==> config.mk <==
export PLATFORM = sky130hd
export DESIGN_NAME = if_stage
export DESIGN_NICKNAME = d
export VERILOG_FILES = /design/src/rtl/if_stage_pkg.sv /design/src/rtl/if_id_reg.sv /design/src/rtl/if_stage.sv
export SDC_FILE = /design/constraint.sdc
export NUM_CORES = 1
export LEC_CHECK = 0
export ABC_AREA = 0
export CAP_MARGIN = 10
export CORE_MARGIN = 2
export CORE_UTILIZATION = 46
export CTS_CLUSTER_DIAMETER = 120
export DETAILED_ROUTE_END_ITERATION = 8
export PLACE_DENSITY = 0.89
export SLEW_MARGIN = 10
export SYNTH_ARGS = -nofsm -noshare
export SYNTH_HDL_FRONTEND = slang
export SYNTH_SLANG_ARGS = --single-unit
==> constraint.sdc <==
create_clock -name clk -period 2.35 [get_ports clk]
set_input_delay 0.47 -clock clk [delete_from_list [all_inputs] [get_ports clk]]
set_output_delay 0.47 -clock clk [all_outputs]
set_load 0.02 [all_outputs]
==> src/rtl/if_stage_pkg.sv <==
// Shared CPU definitions for the fetch stage: FSM encodings, NOP word, reset PC.
// Latency: n/a (types and constants only).
// Backpressure: n/a.
package if_stage_pkg;

  // Fetch-stage control states
  typedef enum logic [1:0] {
    BOOT = 2'd0,
    RUN  = 2'd1,
    HALT = 2'd2
  } if_state_t;

  // Instruction word used for pipeline bubbles
  localparam logic [31:0] NOP_WORD = 32'h0000_0000;

  // Default PC loaded at reset
  localparam logic [31:0] RESET_PC_DEFAULT = 32'h0000_0000;

endpackage

==> src/rtl/if_id_reg.sv <==
// IF/ID pipeline register with load / hold / bubble select.
// Latency: 1 cycle from load to outputs.
// Backpressure: hold when neither load nor bubble is asserted (stall).
// Ports: clk, rst_n (async active-low); load, bubble (controls);
//        in_instr, in_pc4 (fetched data); id_instr, id_pc4, id_valid (registered).
module if_id_reg
  import if_stage_pkg::*;
#(
  parameter int WIDTH = 32
) (
  input  logic             clk,
  input  logic             rst_n,
  input  logic             load,
  input  logic             bubble,
  input  logic [WIDTH-1:0] in_instr,
  input  logic [WIDTH-1:0] in_pc4,
  output logic [WIDTH-1:0] id_instr,
  output logic [WIDTH-1:0] id_pc4,
  output logic             id_valid
);

  always_ff @(posedge clk or negedge rst_n) begin
    if (!rst_n) begin
      id_instr <= WIDTH'(NOP_WORD);
      id_pc4   <= '0;
      id_valid <= 1'b0;
    end else if (bubble) begin
      id_instr <= WIDTH'(NOP_WORD);
      id_pc4   <= '0;
      id_valid <= 1'b0;
    end else if (load) begin
      id_instr <= in_instr;
      id_pc4   <= in_pc4;
      id_valid <= 1'b1;
    end
  end

endmodule

==> src/rtl/if_stage.sv <==
// Instruction fetch stage: PC, BOOT/RUN/HALT control, fetch counter, IF/ID register.
// Latency: imem_addr is combinational from PC; IF/ID outputs one cycle after fetch.
// Backpressure: stall holds PC and IF/ID; imem_ready=0 inserts a bubble; redirect wins.
// Ports: clk, rst_n; imem_addr/imem_data/imem_ready (instruction memory);
//        stall, redirect, redirect_pc, halt_req (control); id_instr, id_opcode,
//        id_pc4, id_valid (IF/ID); halted, fetch_count (status).
module if_stage
  import if_stage_pkg::*;
#(
  parameter int               WIDTH    = 32,
  parameter logic [WIDTH-1:0] RESET_PC = WIDTH'(RESET_PC_DEFAULT)
) (
  input  logic             clk,
  input  logic             rst_n,
  output logic [WIDTH-1:0] imem_addr,
  input  logic [WIDTH-1:0] imem_data,
  input  logic             imem_ready,
  input  logic             stall,
  input  logic             redirect,
  input  logic [WIDTH-1:0] redirect_pc,
  input  logic             halt_req,
  output logic [WIDTH-1:0] id_instr,
  output logic [5:0]       id_opcode,
  output logic [WIDTH-1:0] id_pc4,
  output logic             id_valid,
  output logic             halted,
  output logic [31:0]      fetch_count
);

  if_state_t        state_q, state_d;
  logic [WIDTH-1:0] pc_q, pc_d;
  logic [WIDTH-1:0] pc_plus4;
  logic [WIDTH-1:0] redirect_aligned;
  logic             ifid_load;
  logic             ifid_bubble;
  logic             count_inc;

  // Natural wrap of the adder gives the modulo-2^WIDTH behaviour
  assign pc_plus4         = pc_q + WIDTH'(4);
  // Targets are forced word-aligned
  assign redirect_aligned = redirect_pc & ~WIDTH'(2'b11);

  always_ff @(posedge clk or negedge rst_n) begin
    if (!rst_n) begin
      state_q     <= BOOT;
      pc_q        <= RESET_PC;
      fetch_count <= 32'd0;
    end else begin
      state_q <= state_d;
      pc_q    <= pc_d;
      if (count_inc) fetch_count <= fetch_count + 32'd1;
    end
  end

  always_comb begin
    state_d     = state_q;
    pc_d        = pc_q;
    ifid_load   = 1'b0;
    ifid_bubble = 1'b0;
    count_inc   = 1'b0;
    case (state_q)
      BOOT: begin
        // One idle cycle after reset; redirect is ignored here
        ifid_bubble = 1'b1;
        state_d     = RUN;
      end
      RUN: begin
        if (redirect) begin
          pc_d        = redirect_aligned;
          ifid_bubble = 1'b1;
        end else if (stall) begin
          // hold everything
        end else if (imem_ready) begin
          ifid_load = 1'b1;
          pc_d      = pc_plus4;
          count_inc = 1'b1;
        end else begin
          ifid_bubble = 1'b1;
        end
        // This cycle's fetch still completes before entering HALT
        if (halt_req) state_d = HALT;
      end
      HALT: begin
        ifid_bubble = 1'b1;
        if (redirect) pc_d = redirect_aligned;
        if (!halt_req) state_d = RUN;
      end
      default: begin
        ifid_bubble = 1'b1;
        state_d     = BOOT;
      end
    endcase
  end

  if_id_reg #(.WIDTH(WIDTH)) u_if_id_reg (
    .clk      (clk),
    .rst_n    (rst_n),
    .load     (ifid_load),
    .bubble   (ifid_bubble),
    .in_instr (imem_data),
    .in_pc4   (pc_plus4),
    .id_instr (id_instr),
    .id_pc4   (id_pc4),
    .id_valid (id_valid)
  );

  assign imem_addr = pc_q;
  assign id_opcode = id_instr[31:26];
  assign halted    = (state_q == HALT);

endmodule

==> results of run 1 <==
-- power groups by stage --
stage | clock network, mW | logic, mW | registers (mW)
floorplan | 0 | 1.26 | 3.45
global placement | 0 | 2.94 | 3.13
detailed placement | 0 | 3.01 | 3.16
CTS | 2.47 | 3.04 | 3.14
global route | 2.56 | 3.24 | 3.22
finish | 2.44 | 3.03 | 3.16
-- synthesized netlist by cell type, drive strengths merged, types with 19 or more instances --
| cell | number |
|---|---|
| dfrtp | 127 |
| nand2 | 72 |
| o21ai | 43 |
| xnor2 | 38 |
| a22o | 34 |
| nand3 | 32 |
| nor2 | 29 |
| a21oi | 23 |
| buf | 23 |
| clkbuf | 22 |
| nand4 | 19 |
| xor2 | 19 |
-- metrics by stage --
step	setup WS [ps]	cells
6_report	233	969
5_1_grt	169	969
4_1_cts	226	969
3_5_place_dp	52.2	937
3_3_place_gp	88.9	937
2_1_floorplan	258	585
-- repair_timing --
action	4_1_cts	5_1_grt
endpoints found under the hold margin	0	0
endpoints found under the setup margin	1	0
resized for setup	2	0
-- layout by cell type, fill, tap and decap left out, types with 5 or more instances in the layout --
| cell | instances |
|---|---|
| xnor2_1 | 38 |
| buf_12 | 6 |
| xor2_1 | 19 |
| clkdlybuf4s50_1 | 197 |
| nand3_1 | 30 |
| o21a_1 | 5 |
| o22ai_1 | 11 |
| buf_4 | 20 |
| nand4_1 | 16 |
| a22o_1 | 34 |
| and3_1 | 17 |
| nor2_1 | 28 |
| a31oi_1 | 6 |
| o21ai_1 | 18 |
| a21oi_1 | 23 |
| dfrtp_1 | 127 |
| clkbuf_16 | 17 |
| o21ai_0 | 24 |
| nand2_1 | 72 |
| a2bb2oi_1 | 9 |
-- path summary, 6_finish.rpt --
path | from | end | depth (start not counted)
max | imem_addr[7]$_DFFE_PN0P_ | imem_addr[7] | 1
min | rst_n | fetch_count[28]$_DFFE_PN0P_ | 1
max reg2reg | imem_addr[7]$_DFFE_PN0P_ | imem_addr[16]$_DFFE_PN0P_ | 5
min reg2reg | fetch_count[31]$_DFFE_PN0P_ | fetch_count[31]$_DFFE_PN0P_ | 1
max in group asynchronous | rst_n | u_if_id_reg.id_instr[24]$_DFFE_PN0P_ | 2
min in group clk | fetch_count[31]$_DFFE_PN0P_ | fetch_count[31]$_DFFE_PN0P_ | 1
-- state kept, by name (all words and copies together), names as in the netlist --
| signal | flops |
|---|---|
| state_q | 2 |
| u_if_id_reg.id_instr | 32 |
| u_if_id_reg.id_valid | 1 |
| imem_addr | 30 |
| fetch_count | 32 |
| u_if_id_reg.id_pc4 | 30 |
-- cell families after synthesis --
| logic type | count (synthesis) | synth area share |
|---|---|---|
| flip-flops | 127 | 0.531 |
| AO/OA/AOI/OAI | 148 | 0.166 |
| multiplexers | 1 | 0.00167 |
| other | 1 | 0.000626 |
| adder cells (fa/ha/maj) | 2 | 0.00418 |
| AND/OR/NAND/NOR | 197 | 0.173 |
| XOR/XNOR | 57 | 0.0834 |
| buffers and inverters | 49 | 0.0403 |
-- per-layer routing --
metal  up-vias  routed length [um]  share of wire  GRT usage
li1       2476                   -              -          -
met1      2684                7070           0.41      0.309
met2       235                8440           0.49      0.401
met3        23                1480          0.086     0.0901
met4         0                 267          0.015     0.0971
met5         -                   0              0          0
-- layout make-up --
class	instances	area, sq um	share of cell area
Inverter	4	15.0	0.00170
Multi-Input combinational cell	409	2590	0.294
Clock inverter	10	88.8	0.0101
Tap cell	172	215	0.0244
Timing Repair Buffer	225	2260	0.257
Sequential cell	127	3180	0.360
Clock buffer	22	464	0.0527
==> metrics, run 1 <==
worst hold path type=primary input to async pin; gpl congestion=0.868; Post-CTS Setup Inserts=0; max cap viols=0; TNS Setup=0 ps; Root Driver=clkbuf_16; total net switching power=3.15 mW; Tot Pwr=8.63 mW; Yosys reg bits=127; PortBufs=199; via count=5418; Final period util=0.901; CTS Buf Count=17; Initial DRC Count=386; Final setup viols=0; Critical Path Sink Type=output pin; hold slack final=-4.64 ps; # DRC=0; DRT Pass-1 Iters=5; Cell variety after synth=52; leading area contributor after synthesis=dfrtp_1; Synth Cell Area=5990 sq um; Mapped Cells=582; drt wl/cell=17.8 um; switch share=0.365; Crit path max-delay family=buffers and inverters; first-pass GRT wire length=28.0 mm; worst reg2reg setup slack=340 ps; sequence of cells on the critical path=clkdlybuf4s50_1; part of the power in registers=0.366; Cell Pwr Density=979 nW/um^2; Worst Path Max Fanout=7; clock tree from TritonCTS=yes; kind of critical path=flip-flop to output pin; Clock Sinks=127; Worst Setup Start Kind=flip-flop; buffers plus inverters on the worst setup path=1; RSZ-0062 raised after global routing=no; Placed Instance Area=8260 sq um; Antenna diodes=0; Synth area leaders=dfrtp_1, xnor2_1, a22o_1; Peak VDD IR=0.725 mV; share of layout cells above drive strength 1=0.0903; CP max stage cell=clkdlybuf4s50_1; num rows=41; Comb power frac=0.351; final core occ=0.696; Critical Path RT=1880 ps; Vias/cell=5.59; failing checks=hold timing; Post-Route WL=17.3 mm; Final Max Tran Viols=0; largest net degree at the start of global routing=52; post-route cell area=8820 sq um; clock share of power=0.283; Hold Vio Cnt, Final=5; H-tree depth=4; GRT Overall Usage=0.250; Yosys warnings=0; Fmax=472 MHz; CP max stage delay=680 ps; Fillers=916; Max Buffers Root-to-Sink=2; number of global-route vias before repair=5464; global route overflow=0; Die H=118 um; Reg clk slew, reported paths=50 ps; cell internal pwr=5.49 mW; hold buffers post-CTS=0; clock period minus final worst setup slack=2120 ps; sequential fraction of the synthesis area=0.531; layout net count=856; Area growth, synth to finish=47.3%; Mean Syn Cell Area=10.3 sq um; die width=118 um; core footprint=12700 sq um; Slew @ Worst Pin=509 ps; Starting Density=0.472; clk_lat worst skew=420 ps; Die ar.=13900 sq um; hpwl dp=12.2 mm; ys async rst share=1.00; status=finished, violations left; Synth top area share=0.531; Relative slew margins=0.660; EDFF count, synth=0; Final ANT Viol Nets=0; initial antenna violation count=0; Final Skew=5.02 ps; Leak=3.73 nW; most common flop cell mapped by yosys=dfrtp_1; IO Pins=206; Crit path arrival time=1650 ps
(Power assumes the default switching activity.)
==> run 2, diff against run 1 <==
--- a/config.mk
+++ b/config.mk
@@ -8,10 +8,10 @@
 export ABC_AREA = 0
 export CAP_MARGIN = 10
 export CORE_MARGIN = 2
-export CORE_UTILIZATION = 46
+export CORE_UTILIZATION = 41
 export CTS_CLUSTER_DIAMETER = 120
 export DETAILED_ROUTE_END_ITERATION = 8
-export PLACE_DENSITY = 0.89
+export PLACE_DENSITY = 0.84
 export SLEW_MARGIN = 10
 export SYNTH_ARGS = -nofsm -noshare
 export SYNTH_HDL_FRONTEND = slang
==> constraint.sdc (replaced) <==
create_clock -name clk -period 1.8 [get_ports clk]
set_input_delay 0.36 -clock clk [delete_from_list [all_inputs] [get_ports clk]]
set_output_delay 0.36 -clock clk [all_outputs]
set_load 0.02 [all_outputs]
==> metrics, run 2 (synthesis results as in run 1) <==
status=finished, violations left; failing checks=setup timing; kind of critical path=flip-flop to flip-flop; drt wl/cell=17.5 um; Hold Path Origin=u_if_id_reg.id_pc4[5]$_DFFE_PN0P_; Final ANT Viol Nets=0; largest net degree at the start of global routing=75; Hold Vio Cnt, Final=0; pre-CTS setup slack=-346 ps; worst hold path type=flip-flop to flip-flop; max cap viols=0; WHS Path Cells=2; worst reg2reg setup slack=-2 ps; Cell Pwr Density=1250 nW/um^2; final core occ=0.654; via count=5620; Critical Path Sink Type=flip-flop; initial antenna violation count=0; Tot Pwr=11.8 mW; commonest non-fill, non-tap cell in the layout=dfrtp_1; clock period minus final worst setup slack=1800 ps; final worst slack=-1.53 ps; IO Pins=206; Critical Path RT=2150 ps; Max Buffers Root-to-Sink=2; hpwl dp=12.9 mm; Leak=4.55 nW; Vias/cell=5.39; GRT Overall Usage=0.238; Initial DRC Count=403; clock tree from TritonCTS=yes; Die ar.=15600 sq um; CTS Buf Count=17; global route overflow=0; dpl cells=999; crit-path most repeated cell=buf_4; layout net count=919; Post-Route WL=18.3 mm; RR Startpoint=imem_addr[8]$_DFFE_PN0P_; Starting Density=0.415; Worst Setup Start Kind=flip-flop; cells on worst reg2reg path=7; number of global-route vias before repair=5590; core footprint=14400 sq um; die width=125 um; PortBufs=199; Worst Path Max Fanout=9; first-pass GRT wire length=29.6 mm; gpl congestion=0.841; # DRC=0; RSZ-0062 raised after global routing=yes; Antenna diodes=0; Final setup viols=1; Peak VDD IR=0.727 mV; Crit path arrival time=2150 ps; Die H=125 um; CP max stage delay=410 ps; most frequent cells in the layout=dfrtp_1, clkdlybuf4s50_1, buf_4; Root Driver=clkbuf_16; Worst Hold Path EP=u_if_id_reg.id_pc4[5]$_DFFE_PN0P_; RR Endpoint=imem_addr[25]$_DFFE_PN0P_; Post-Layout Cell Count=1042; share of layout cells above drive strength 1=0.176; sequence of cells on the critical path=nand4_4, buf_4, nor4_4, buf_4, nand4_1, a21oi_2, a2bb2oi_2; Area growth, synth to finish=57.5%; Reg clk slew, reported paths=50 ps; Final period util=1.00; TNS Setup=-1.53 ps; Clock Sinks=127; DRT Pass-1 Iters=7; Fmax=555 MHz; Final Skew=8.51 ps; Final Max Tran Viols=0; H-tree depth=4; clk_lat worst skew=420 ps; biggest regs=fetch_count x32, u_if_id_reg.id_instr x32; num rows=44; CP max stage cell=dfrtp_1
## run 2: changes by cell type in the layout (fill, tap and decap cells not counted), moves of 3 or more
cell,before,now
a21oi_2,0,3
dfrtp_2,0,3
buf_4,20,78
dlygate4sd2_1,1,61
dfrtp_1,127,124
nand3_1,30,27
a21oi_1,23,20
clkdlybuf4s50_1,197,118
dlymetal6s2s_1,0,17
## run 2: layout make-up
type                       count  area (sq um)
fill                        1099          5000
inverter                       4          15.0
timing repair buffer         288          2730
clock inverter                 6          85.1
clock buffer                  24           472
tap                          184           230
sequential                   127          3180
multi-input combinational    409          2720
## run 2: layer usage
metal | GRT usage | routed length, um
met1 | 0.303 | 7740
met2 | 0.385 | 8770
met3 | 0.0717 | 1350
met4 | 0.0915 | 427
met5 | 0 | 0
## run 2: worst max path at each step
| stage | startpoint | endpoint | slack, ps | cells past startpoint |
|---|---|---|---|---|
| after detailed placement | imem_ready | fetch_count[12]$_DFFE_PN0P_ | -350 | 7 |
| after floorplan | imem_addr[12]$_DFFE_PN0P_ | imem_addr[26]$_DFFE_PN0P_ | -40 | 5 |
| after global routing | imem_addr[8]$_DFFE_PN0P_ | imem_addr[25]$_DFFE_PN0P_ | -60 | 7 |
| after global placement | imem_ready | fetch_count[12]$_DFFE_PN0P_ | -320 | 7 |
| after CTS | u_if_id_reg.id_pc4[4]$_DFFE_PN0P_ | id_pc4[4] | 0.2 | 1 |
| final | imem_addr[8]$_DFFE_PN0P_ | imem_addr[25]$_DFFE_PN0P_ | -2 | 7 |
## run 2: stage by stage
stage	hold WS, ps	instance area, sq um
floorplan	64.4	6020
global placement	383	8700
detailed placement	390	8700
CTS	485	9210
global route	503	9430
finish	469	9430
## run 2: critical path, delay by kind of cell (launching register included)
kind	cells	cell delay (ps)
AOI/OAI and AO/OA	2	350
buffers and inverters	2	400
DFF	1	410
and+or+nand+nor	3	570
## run 2: power breakdown
group          internal (mW)  switching, mW
Clock                   2.09           1.19
Sequential              3.35          0.542
Combinational           2.12           2.51
## run 2: what timing repair did
item	CTS	global route
buffers inserted	0	12
pin swaps	0	15
hold endpoints to repair	79	0
hold buffers	1	0
gates resized for setup	68	38
endpoints found under the setup margin	65	53
